<file path="config.mk">
export PLATFORM = sky130hd
export DESIGN_NAME = pipe_hazard_ctrl_flat
export DESIGN_NICKNAME = d
export VERILOG_FILES = /design/src/rtl/pipe_hazard_ctrl_pkg.sv /design/src/rtl/pipe_hazard_ctrl_if.sv /design/src/rtl/pipe_hazard_ctrl_perf_counter.sv /design/src/rtl/pipe_hazard_ctrl.sv /design/src/flat_wrapper.sv
export SDC_FILE = /design/constraint.sdc
export NUM_CORES = 1
export LEC_CHECK = 0
export CAP_MARGIN = 10
export CORE_MARGIN = 5
export CORE_UTILIZATION = 27
export CTS_CLUSTER_SIZE = 28
export DETAILED_ROUTE_END_ITERATION = 12
export PLACE_DENSITY_LB_ADDON = 0.05
export SLEW_MARGIN = 15
export SYNTH_ARGS = -nofsm -noshare
export SYNTH_HDL_FRONTEND = slang
export SYNTH_HIERARCHICAL = 1
export SYNTH_SLANG_ARGS = --single-unit
</file>
<file path="constraint.sdc">
create_clock -name clk -period 2.75 [get_ports clk]
set_clock_uncertainty 0.15 [all_clocks]
set_input_delay 0.55 -clock clk [delete_from_list [all_inputs] [get_ports clk]]
set_output_delay 0.55 -clock clk [all_outputs]
set_load 0.1 [all_outputs]
</file>
<file path="src/rtl/pipe_hazard_ctrl_pkg.sv">
// Shared RISC-V pipeline definitions: hazard FSM states and architectural constants.
package pipe_hazard_ctrl_pkg;

  localparam int XLEN = 32;
  localparam logic [4:0] ZERO_REG = 5'd0;

  typedef enum logic [1:0] {
    RUN           = 2'd0,
    MEM_WAIT      = 2'd1,
    MEM_WAIT_PEND = 2'd2
  } hz_state_e;

endpackage

</file>
<file path="src/rtl/pipe_hazard_ctrl_if.sv">
// Hazard-controller bundle: pipeline status in, pipeline steering and counters out.
// Every signal is a level, sampled once per cycle; there is no handshake, each cycle's
// outputs are a pure function of that cycle's inputs and the controller state.
interface pipe_hazard_ctrl_if;
  import pipe_hazard_ctrl_pkg::*;

  logic [4:0]      id_rs1;
  logic [4:0]      id_rs2;
  logic            id_use_rs1;
  logic            id_use_rs2;
  logic [4:0]      ex_rd;
  logic            ex_memread;
  logic            ex_branch_taken;
  logic [XLEN-1:0] ex_target;
  logic            im_wait;
  logic            dm_wait;

  logic            pc_write;
  logic            ifid_write;
  logic            ifid_flush;
  logic            idex_flush;
  logic            pipe_hold;
  logic            redirect_valid;
  logic [XLEN-1:0] redirect_target;
  logic [XLEN-1:0] stall_cnt;
  logic [XLEN-1:0] flush_cnt;
  hz_state_e       state_dbg;

  modport master (
    output id_rs1, id_rs2, id_use_rs1, id_use_rs2, ex_rd, ex_memread,
           ex_branch_taken, ex_target, im_wait, dm_wait,
    input  pc_write, ifid_write, ifid_flush, idex_flush, pipe_hold,
           redirect_valid, redirect_target, stall_cnt, flush_cnt, state_dbg
  );

  modport slave (
    input  id_rs1, id_rs2, id_use_rs1, id_use_rs2, ex_rd, ex_memread,
           ex_branch_taken, ex_target, im_wait, dm_wait,
    output pc_write, ifid_write, ifid_flush, idex_flush, pipe_hold,
           redirect_valid, redirect_target, stall_cnt, flush_cnt, state_dbg
  );
endinterface

</file>
<file path="src/rtl/pipe_hazard_ctrl_perf_counter.sv">
// 32-bit event counter with synchronous clear and optional saturation at all-ones.
module perf_counter
  import pipe_hazard_ctrl_pkg::*;
(
  input  logic            clk,
  input  logic            clr,
  input  logic            inc,
  input  logic            sat_en,
  output logic [XLEN-1:0] cnt
);

  always_ff @(posedge clk) begin
    if (clr) begin
      cnt <= '0;
    end else if (inc && !(sat_en && (cnt == '1))) begin
      cnt <= cnt + 1'b1;
    end
  end

endmodule

</file>
<file path="src/rtl/pipe_hazard_ctrl.sv">
// Pipeline hazard controller: memory-wait freeze, load-use stall and branch redirect,
// with a branch resolved during a freeze held pending until the memories are ready.
module pipe_hazard_ctrl
  import pipe_hazard_ctrl_pkg::*;
(
  input  logic              clk,
  input  logic              rst,
  pipe_hazard_ctrl_if.slave hz
);

  hz_state_e       state, state_nxt;
  logic [XLEN-1:0] pend, pend_nxt;
  logic            mw, lu;
  logic            pc_write, ifid_write, ifid_flush, idex_flush, pipe_hold, redirect_valid;
  logic [XLEN-1:0] redirect_target;

  assign mw = hz.im_wait | hz.dm_wait;
  assign lu = hz.ex_memread && (hz.ex_rd != ZERO_REG) &&
              ((hz.id_use_rs1 && (hz.ex_rd == hz.id_rs1)) ||
               (hz.id_use_rs2 && (hz.ex_rd == hz.id_rs2)));

  always_ff @(posedge clk) begin
    if (rst) begin
      state <= RUN;
      pend  <= '0;
    end else begin
      state <= state_nxt;
      pend  <= pend_nxt;
    end
  end

  always_comb begin
    state_nxt       = state;
    pend_nxt        = pend;
    pc_write        = 1'b0;
    ifid_write      = 1'b0;
    ifid_flush      = 1'b0;
    idex_flush      = 1'b0;
    pipe_hold       = 1'b0;
    redirect_valid  = 1'b0;
    redirect_target = '0;
    if (rst) begin
      state_nxt = RUN;
      pend_nxt  = '0;
    end else if (mw) begin
      pipe_hold = 1'b1;
      // Once a redirect is pending, later branch reports belong to squashed instructions.
      if (state != MEM_WAIT_PEND) begin
        if (hz.ex_branch_taken) begin
          state_nxt = MEM_WAIT_PEND;
          pend_nxt  = hz.ex_target;
        end else begin
          state_nxt = MEM_WAIT;
        end
      end
    end else if (state == MEM_WAIT_PEND) begin
      redirect_valid  = 1'b1;
      redirect_target = pend;
      pc_write        = 1'b1;
      ifid_write      = 1'b1;
      ifid_flush      = 1'b1;
      idex_flush      = 1'b1;
      state_nxt       = RUN;
    end else begin
      state_nxt = RUN;
      if (hz.ex_branch_taken) begin
        redirect_valid  = 1'b1;
        redirect_target = hz.ex_target;
        pc_write        = 1'b1;
        ifid_write      = 1'b1;
        ifid_flush      = 1'b1;
        idex_flush      = 1'b1;
      end else if (lu) begin
        idex_flush = 1'b1;
      end else begin
        pc_write   = 1'b1;
        ifid_write = 1'b1;
      end
    end
  end

  assign hz.pc_write        = pc_write;
  assign hz.ifid_write      = ifid_write;
  assign hz.ifid_flush      = ifid_flush;
  assign hz.idex_flush      = idex_flush;
  assign hz.pipe_hold       = pipe_hold;
  assign hz.redirect_valid  = redirect_valid;
  assign hz.redirect_target = redirect_target;
  assign hz.state_dbg       = state;

  perf_counter u_stall_cnt (
    .clk    (clk),
    .clr    (rst),
    .inc    (mw),
    .sat_en (1'b1),
    .cnt    (hz.stall_cnt)
  );

  perf_counter u_flush_cnt (
    .clk    (clk),
    .clr    (rst),
    .inc    (redirect_valid),
    .sat_en (1'b0),
    .cnt    (hz.flush_cnt)
  );

endmodule
</file>
<file path="src/flat_wrapper.sv">
// flat-port wrapper written by rule: the top's interface ports become plain ports
module pipe_hazard_ctrl_flat import pipe_hazard_ctrl_pkg::*;
  (clk, rst, hz_id_rs1, hz_id_rs2, hz_id_use_rs1, hz_id_use_rs2, hz_ex_rd, hz_ex_memread, hz_ex_branch_taken, hz_ex_target, hz_im_wait, hz_dm_wait, hz_pc_write, hz_ifid_write, hz_ifid_flush, hz_idex_flush, hz_pipe_hold, hz_redirect_valid, hz_redirect_target, hz_stall_cnt, hz_flush_cnt, hz_state_dbg);
  pipe_hazard_ctrl_if hz_i ();
  input  logic clk;
  input  logic rst;
  input wire logic [$bits(hz_i.id_rs1)-1:0] hz_id_rs1;
  input wire logic [$bits(hz_i.id_rs2)-1:0] hz_id_rs2;
  input wire logic [$bits(hz_i.id_use_rs1)-1:0] hz_id_use_rs1;
  input wire logic [$bits(hz_i.id_use_rs2)-1:0] hz_id_use_rs2;
  input wire logic [$bits(hz_i.ex_rd)-1:0] hz_ex_rd;
  input wire logic [$bits(hz_i.ex_memread)-1:0] hz_ex_memread;
  input wire logic [$bits(hz_i.ex_branch_taken)-1:0] hz_ex_branch_taken;
  input wire logic [$bits(hz_i.ex_target)-1:0] hz_ex_target;
  input wire logic [$bits(hz_i.im_wait)-1:0] hz_im_wait;
  input wire logic [$bits(hz_i.dm_wait)-1:0] hz_dm_wait;
  output wire logic [$bits(hz_i.pc_write)-1:0] hz_pc_write;
  output wire logic [$bits(hz_i.ifid_write)-1:0] hz_ifid_write;
  output wire logic [$bits(hz_i.ifid_flush)-1:0] hz_ifid_flush;
  output wire logic [$bits(hz_i.idex_flush)-1:0] hz_idex_flush;
  output wire logic [$bits(hz_i.pipe_hold)-1:0] hz_pipe_hold;
  output wire logic [$bits(hz_i.redirect_valid)-1:0] hz_redirect_valid;
  output wire logic [$bits(hz_i.redirect_target)-1:0] hz_redirect_target;
  output wire logic [$bits(hz_i.stall_cnt)-1:0] hz_stall_cnt;
  output wire logic [$bits(hz_i.flush_cnt)-1:0] hz_flush_cnt;
  output wire logic [$bits(hz_i.state_dbg)-1:0] hz_state_dbg;
  assign hz_i.id_rs1 = hz_id_rs1;
  assign hz_i.id_rs2 = hz_id_rs2;
  assign hz_i.id_use_rs1 = hz_id_use_rs1;
  assign hz_i.id_use_rs2 = hz_id_use_rs2;
  assign hz_i.ex_rd = hz_ex_rd;
  assign hz_i.ex_memread = hz_ex_memread;
  assign hz_i.ex_branch_taken = hz_ex_branch_taken;
  assign hz_i.ex_target = hz_ex_target;
  assign hz_i.im_wait = hz_im_wait;
  assign hz_i.dm_wait = hz_dm_wait;
  assign hz_pc_write = hz_i.pc_write;
  assign hz_ifid_write = hz_i.ifid_write;
  assign hz_ifid_flush = hz_i.ifid_flush;
  assign hz_idex_flush = hz_i.idex_flush;
  assign hz_pipe_hold = hz_i.pipe_hold;
  assign hz_redirect_valid = hz_i.redirect_valid;
  assign hz_redirect_target = hz_i.redirect_target;
  assign hz_stall_cnt = hz_i.stall_cnt;
  assign hz_flush_cnt = hz_i.flush_cnt;
  assign hz_state_dbg = hz_i.state_dbg;
  pipe_hazard_ctrl u_core (.clk(clk), .rst(rst), .hz(hz_i));
endmodule
</file>
-- Yosys cells after proc, flatten, opt, wreduce, memory -nomap -nowiden
Cells that the tools add are included.
- add/subtract/negate cells: 2
- equal/unequal tests: 5
- muxes and demuxes: 21
- bitwise logic cells: 2
- reductions and logical operators: 10
- operators by type and width (kind ; number):
    two-way mux 32 bit ; 4
    adder 32 x 1 -> 32 bit, second input constant ; 2
    == test 32 bit, second input constant ; 1
    two-way mux 1 bit ; 16
    == test 5 bit ; 2
    logical AND 1 bit ; 5
    nonzero test 5 bit ; 1
    AND reduction 3 bit ; 1
    == test 2 bit, second input constant ; 1
    two-way mux 2 bit ; 1
    inequality test 2 bit, second input constant ; 1
    OR reduction 2 bit ; 1
    logical NOT 1 bit ; 1
    logical OR 1 bit ; 1
    inverter 1 bit ; 1
    OR 1 bit ; 1
- flip-flop bits (word level): 98
- input port bits: 55
- output and inout bits: 104
- logic and storage cells: 44

-- Depth between registers and ports, before layout
- depth after elaboration: 9
- gate-level depth with buffers: 10

-- Cells and area by module
Netlist, hierarchy kept.
- modules (own cells, without submodules) (module ; instances ; cells each ; area an instance (µm²) ; sequential area each (µm²)):
    perf_counter ; 2 ; 200 ; 1625.3 ; 640.6
    pipe_hazard_ctrl ; 1 ; 289 ; 1883.1 ; 680.7

-- Worst setup path after synthesis
No wires, ideal clock.
- path type: input to output
- from: input port rst
- to: output port hz_idex_flush
- arrival: 3.448 ns
- required time: 2.050 ns
- path slack: -1.398 ns
- stages on the path: 4
- path buffers: 2
- cell sequence: clkbuf_1 > or3_1 > clkbuf_1 > o31ai_1
- longest elaborated chain between the ends: 1
- RTL lines (element ; RTL line ; source):
    start: declaration ; flat_wrapper.sv:6 ; input logic rst;
    two-way mux 1 bit ; pipe_hazard_ctrl.sv:42 ; if (rst) begin
    end: declaration ; flat_wrapper.sv:20 ; output wire logic [$bits(hz_i.idex_flush)-1:0] hz_idex_flush;
Every way passes these cells.

-- Worst setup path after layout
- from: input port hz_id_rs2[1]
- to: output port hz_idex_flush
- longest elaborated chain between the ends: 9
- RTL lines (element ; RTL line ; source):
    start: declaration ; flat_wrapper.sv:8 ; input wire logic [$bits(hz_i.id_rs2)-1:0] hz_id_rs2;
    == test 5 bit ; pipe_hazard_ctrl.sv:20 ; (hz.id_use_rs2 && (hz.ex_rd == hz.id_rs2)));
    logical AND 1 bit ; pipe_hazard_ctrl.sv:20 ;
    logical OR 1 bit ; pipe_hazard_ctrl.sv:19 ; ((hz.id_use_rs1 && (hz.ex_rd == hz.id_rs1)) ||
    logical AND 1 bit ; pipe_hazard_ctrl.sv:18 ; assign lu = hz.ex_memread && (hz.ex_rd != ZERO_REG) &&
    two-way mux 1 bit ; pipe_hazard_ctrl.sv:73 ; end else if (lu) begin
    two-way mux 1 bit ; pipe_hazard_ctrl.sv:66 ; if (hz.ex_branch_taken) begin
    two-way mux 1 bit ; pipe_hazard_ctrl.sv:56 ; end else if (state == MEM_WAIT_PEND) begin
    two-way mux 1 bit ; pipe_hazard_ctrl.sv:45 ; end else if (mw) begin
    two-way mux 1 bit ; pipe_hazard_ctrl.sv:42 ;
Every way passes these cells.

==> flow_summary.json <==
{
  "stdcell_count": 1092,
  "ys_types": 41,
  "crit_buf_inv": 3,
  "drive_gt1_frac": 0.322,
  "hold_viol_final": 0,
  "ys.flop_type": "dfxtp_1",
  "synth_edf_count": 0,
  "antenna_found_initial": 0,
  "drtIter0Drc": 223,
  "wirelength_microns": 18100,
  "drtAntennaViolNets": 0,
  "drv_slew": 0,
  "finalCritPeriodShare": 0.981,
  "htreeDepth": 3,
  "hold-worst-slack_ps": 304,
  "synth_seq_area_share": 0.382,
  "critical_path_class": "input pin to primary output",
  "post_drt_wl_per_cell_microns": 16.6,
  "yosysTopAreaCellShare": 0.382,
  "critPathLaunchType": "input pin",
  "syn_area_per_cell_sq_um": 7.45,
  "cts_buffers": 9,
  "clock-sinks": 98,
  "yosys.area.top_type": "dfxtp_1",
  "yosysMostFrequentCell": "nand2_1",
  "async_reset_ff_frac": 0,
  "io_buffers": 158,
  "fin_nets": 910,
  "clock_latency_ps": 340,
  "synth_commonest_cells": "nand2_1, a21oi_1, dfxtp_1",
  "syn-instance-count": 689,
  "coreArea_sq_um": 18700,
  "status": "finished, final reports clean",
  "fp.dieH_microns": 148,
  "worst_pin_slew_ps": 1280,
  "mappedNetlistArea_sq_um": 5130,
  "die_w_microns": 148,
  "max-vdd-ir-drop_v": 0.000288,
  "cp_max_fo": 2,
  "max-slew-margin-rel": 0.147,
  "worstPathCellList": "clkdlybuf4s50_1 -> xnor2_2 -> a32oi_2 -> buf_4 -> o31ai_4 -> buf_12",
  "cpMaxStageDelayCell": "clkdlybuf4s50_1",
  "die-area_sq_um": 21900,
  "grt_max_degree": 67,
  "endpoint_kind": "primary output",
  "hold_path_class": "flip-flop to flip-flop",
  "path_delay_family": "buffers and inverters",
  "p_leak_nw": 2.81,
  "drc": 0,
  "required_ps": 2050,
  "start_util": 0.274,
  "first_global_vias": 5662,
  "hpwl_microns": 12700,
  "clk_pin_slew_ps": 70,
  "ys_ff_latch": 98,
  "clockRootBuffer": "clkbuf_16",
  "max_cap_violations": 0,
  "fmax_ghz": 0.371,
  "setup_tns_ps": 0,
  "syn_nets": 746,
  "area_delta_synth_final_pct": 55.4,
  "dr.pass1.iters": 6,
  "gr-usage-all-layers": 0.163,
  "grt_pass1_wl_microns": 29400,
  "cp.arrival_ps": 2000,
  "clockBufferDepth": 2,
  "viasPerCell": 5.22,
  "setup_viol": 0,
  "cts_tree": "yes",
  "rsz0062_at_grt": "yes",
  "overflow": 0,
  "dp.cells": 1076,
  "synth_area_leaders": "dfxtp_1, a21oi_1, nand2_1, nand3_1, o31ai_1",
  "via_count": 5697,
  "ys_warn_count": 6,
  "num_rows": 50,
  "gp_congestion": 0.836,
  "pin_count": 159,
  "min_period_ps": 2700,
  "nFillCells": 1870,
  "insertedDiodeCount": 0,
  "slowest_delay_ps": 510,
  "power_density_nw_per_um2": 429
}
==> report_power, final <==
part	leakage [nW]	switching, W	total [W]	internal (W)
registers	0.811	0.0000220	0.00147	0.00145
clock network	0.155	0.000572	0.00140	0.000824
logic	1.84	0.000350	0.000549	0.000200
total	2.81	0.000943	0.00342	0.00248
==> state kept, by name (all words and copies together), names as in the netlist <==
| register | flops |
|---|---|
| u_core/pend | 32 |
| u_core/u_stall_cnt/cnt | 32 |
| u_core/u_flush_cnt/cnt | 32 |
| u_core/hz.state_dbg | 2 |
==> tightest hold or removal path, stage by stage (launching register included) <==
cell,delay (ps)
dfxtp_1,310
nand2_1,50
a21oi_1,50
==> through the flow <==
| step | util | power (W) | worst slack [ps] | cell area [sq um] |
|---|---|---|---|---|
| 2_1_floorplan | - | 0.00182 | -236 | 5390 |
| 3_3_place_gp | 0.407 | 0.00204 | -474 | 7610 |
| 3_5_place_dp | 0.407 | 0.00205 | -491 | 7610 |
| 4_1_cts | 0.426 | 0.00348 | 2.30 | 7960 |
| 5_1_grt | 0.427 | 0.00357 | -23.5 | 7980 |
| 6_report | 0.427 | 0.00342 | 52.1 | 7980 |
==> logic make-up (layout without fill, tap and decap cells) <==
group | count (synthesis) | after routing | share of synthesized area
compound gates | 179 | 179 | 0.199
xor+xnor | 18 | 18 | 0.0307
fa+ha+maj | 2 | 2 | 0.00487
buf+inv | 61 | 230 | 0.0502
flops | 98 | 98 | 0.382
mux | 4 | 4 | 0.00829
other cells | 2 | 2 | 0.00146
simple gates | 325 | 325 | 0.323
==> final cells by class <==
type | count | area, sq um | area share
inverters | 12 | 61.3 | 0.00768
clock inverters | 6 | 88.8 | 0.0111
multi-input cells | 530 | 3170 | 0.398
repair buffers | 202 | 2120 | 0.265
well taps | 234 | 293 | 0.0367
clock buffers | 10 | 239 | 0.0300
flip-flops and latches | 98 | 2010 | 0.251
==> layout by cell type (no fill, tap or decap), drive strengths merged, types with 23 or more instances in the layout <==
cell / Yosys / routed
a21oi: 114 / 114
buf: 21 / 151
clkdlybuf4s50: 0 / 37
dfxtp: 98 / 98
nand2: 122 / 122
nand3: 59 / 59
nor2: 28 / 28
o31ai: 23 / 23
or3: 25 / 25
or4: 27 / 27
==> repair_timing <==
| action | in CTS | in global routing |
|---|---|---|
| hold endpoints to repair | 0 | 0 |
| setup buffers | 0 | 0 |
| cloned | 0 | 0 |
| setup endpoints to repair | 40 | 6 |
| hold buffers | 0 | 0 |
| gates resized for setup | 29 | 28 |
| pin swaps | 10 | 13 |
==> path summary, 6_finish.rpt <==
path                              from                    endpoint  slack [ps]  depth (start not counted)
max reg2reg  u_core/u_stall_cnt/cnt[0]  u_core/u_stall_cnt/cnt[28]         360                          6
min                    u_core/pend[16]             u_core/pend[16]         300                          2
max                       hz_id_rs2[1]               hz_idex_flush          50                          6
min reg2reg            u_core/pend[16]             u_core/pend[16]         300                          2
==> routing by layer <==
layer | vias up | track usage | share of wire
met4 | 0 | 0.0416 | 0.0098
li1 | 2804 | - | -
met2 | 116 | 0.294 | 0.51
met3 | 12 | 0.0365 | 0.042
met5 | - | 0 | 0
met1 | 2765 | 0.196 | 0.44
(Power assumes the default switching activity.)
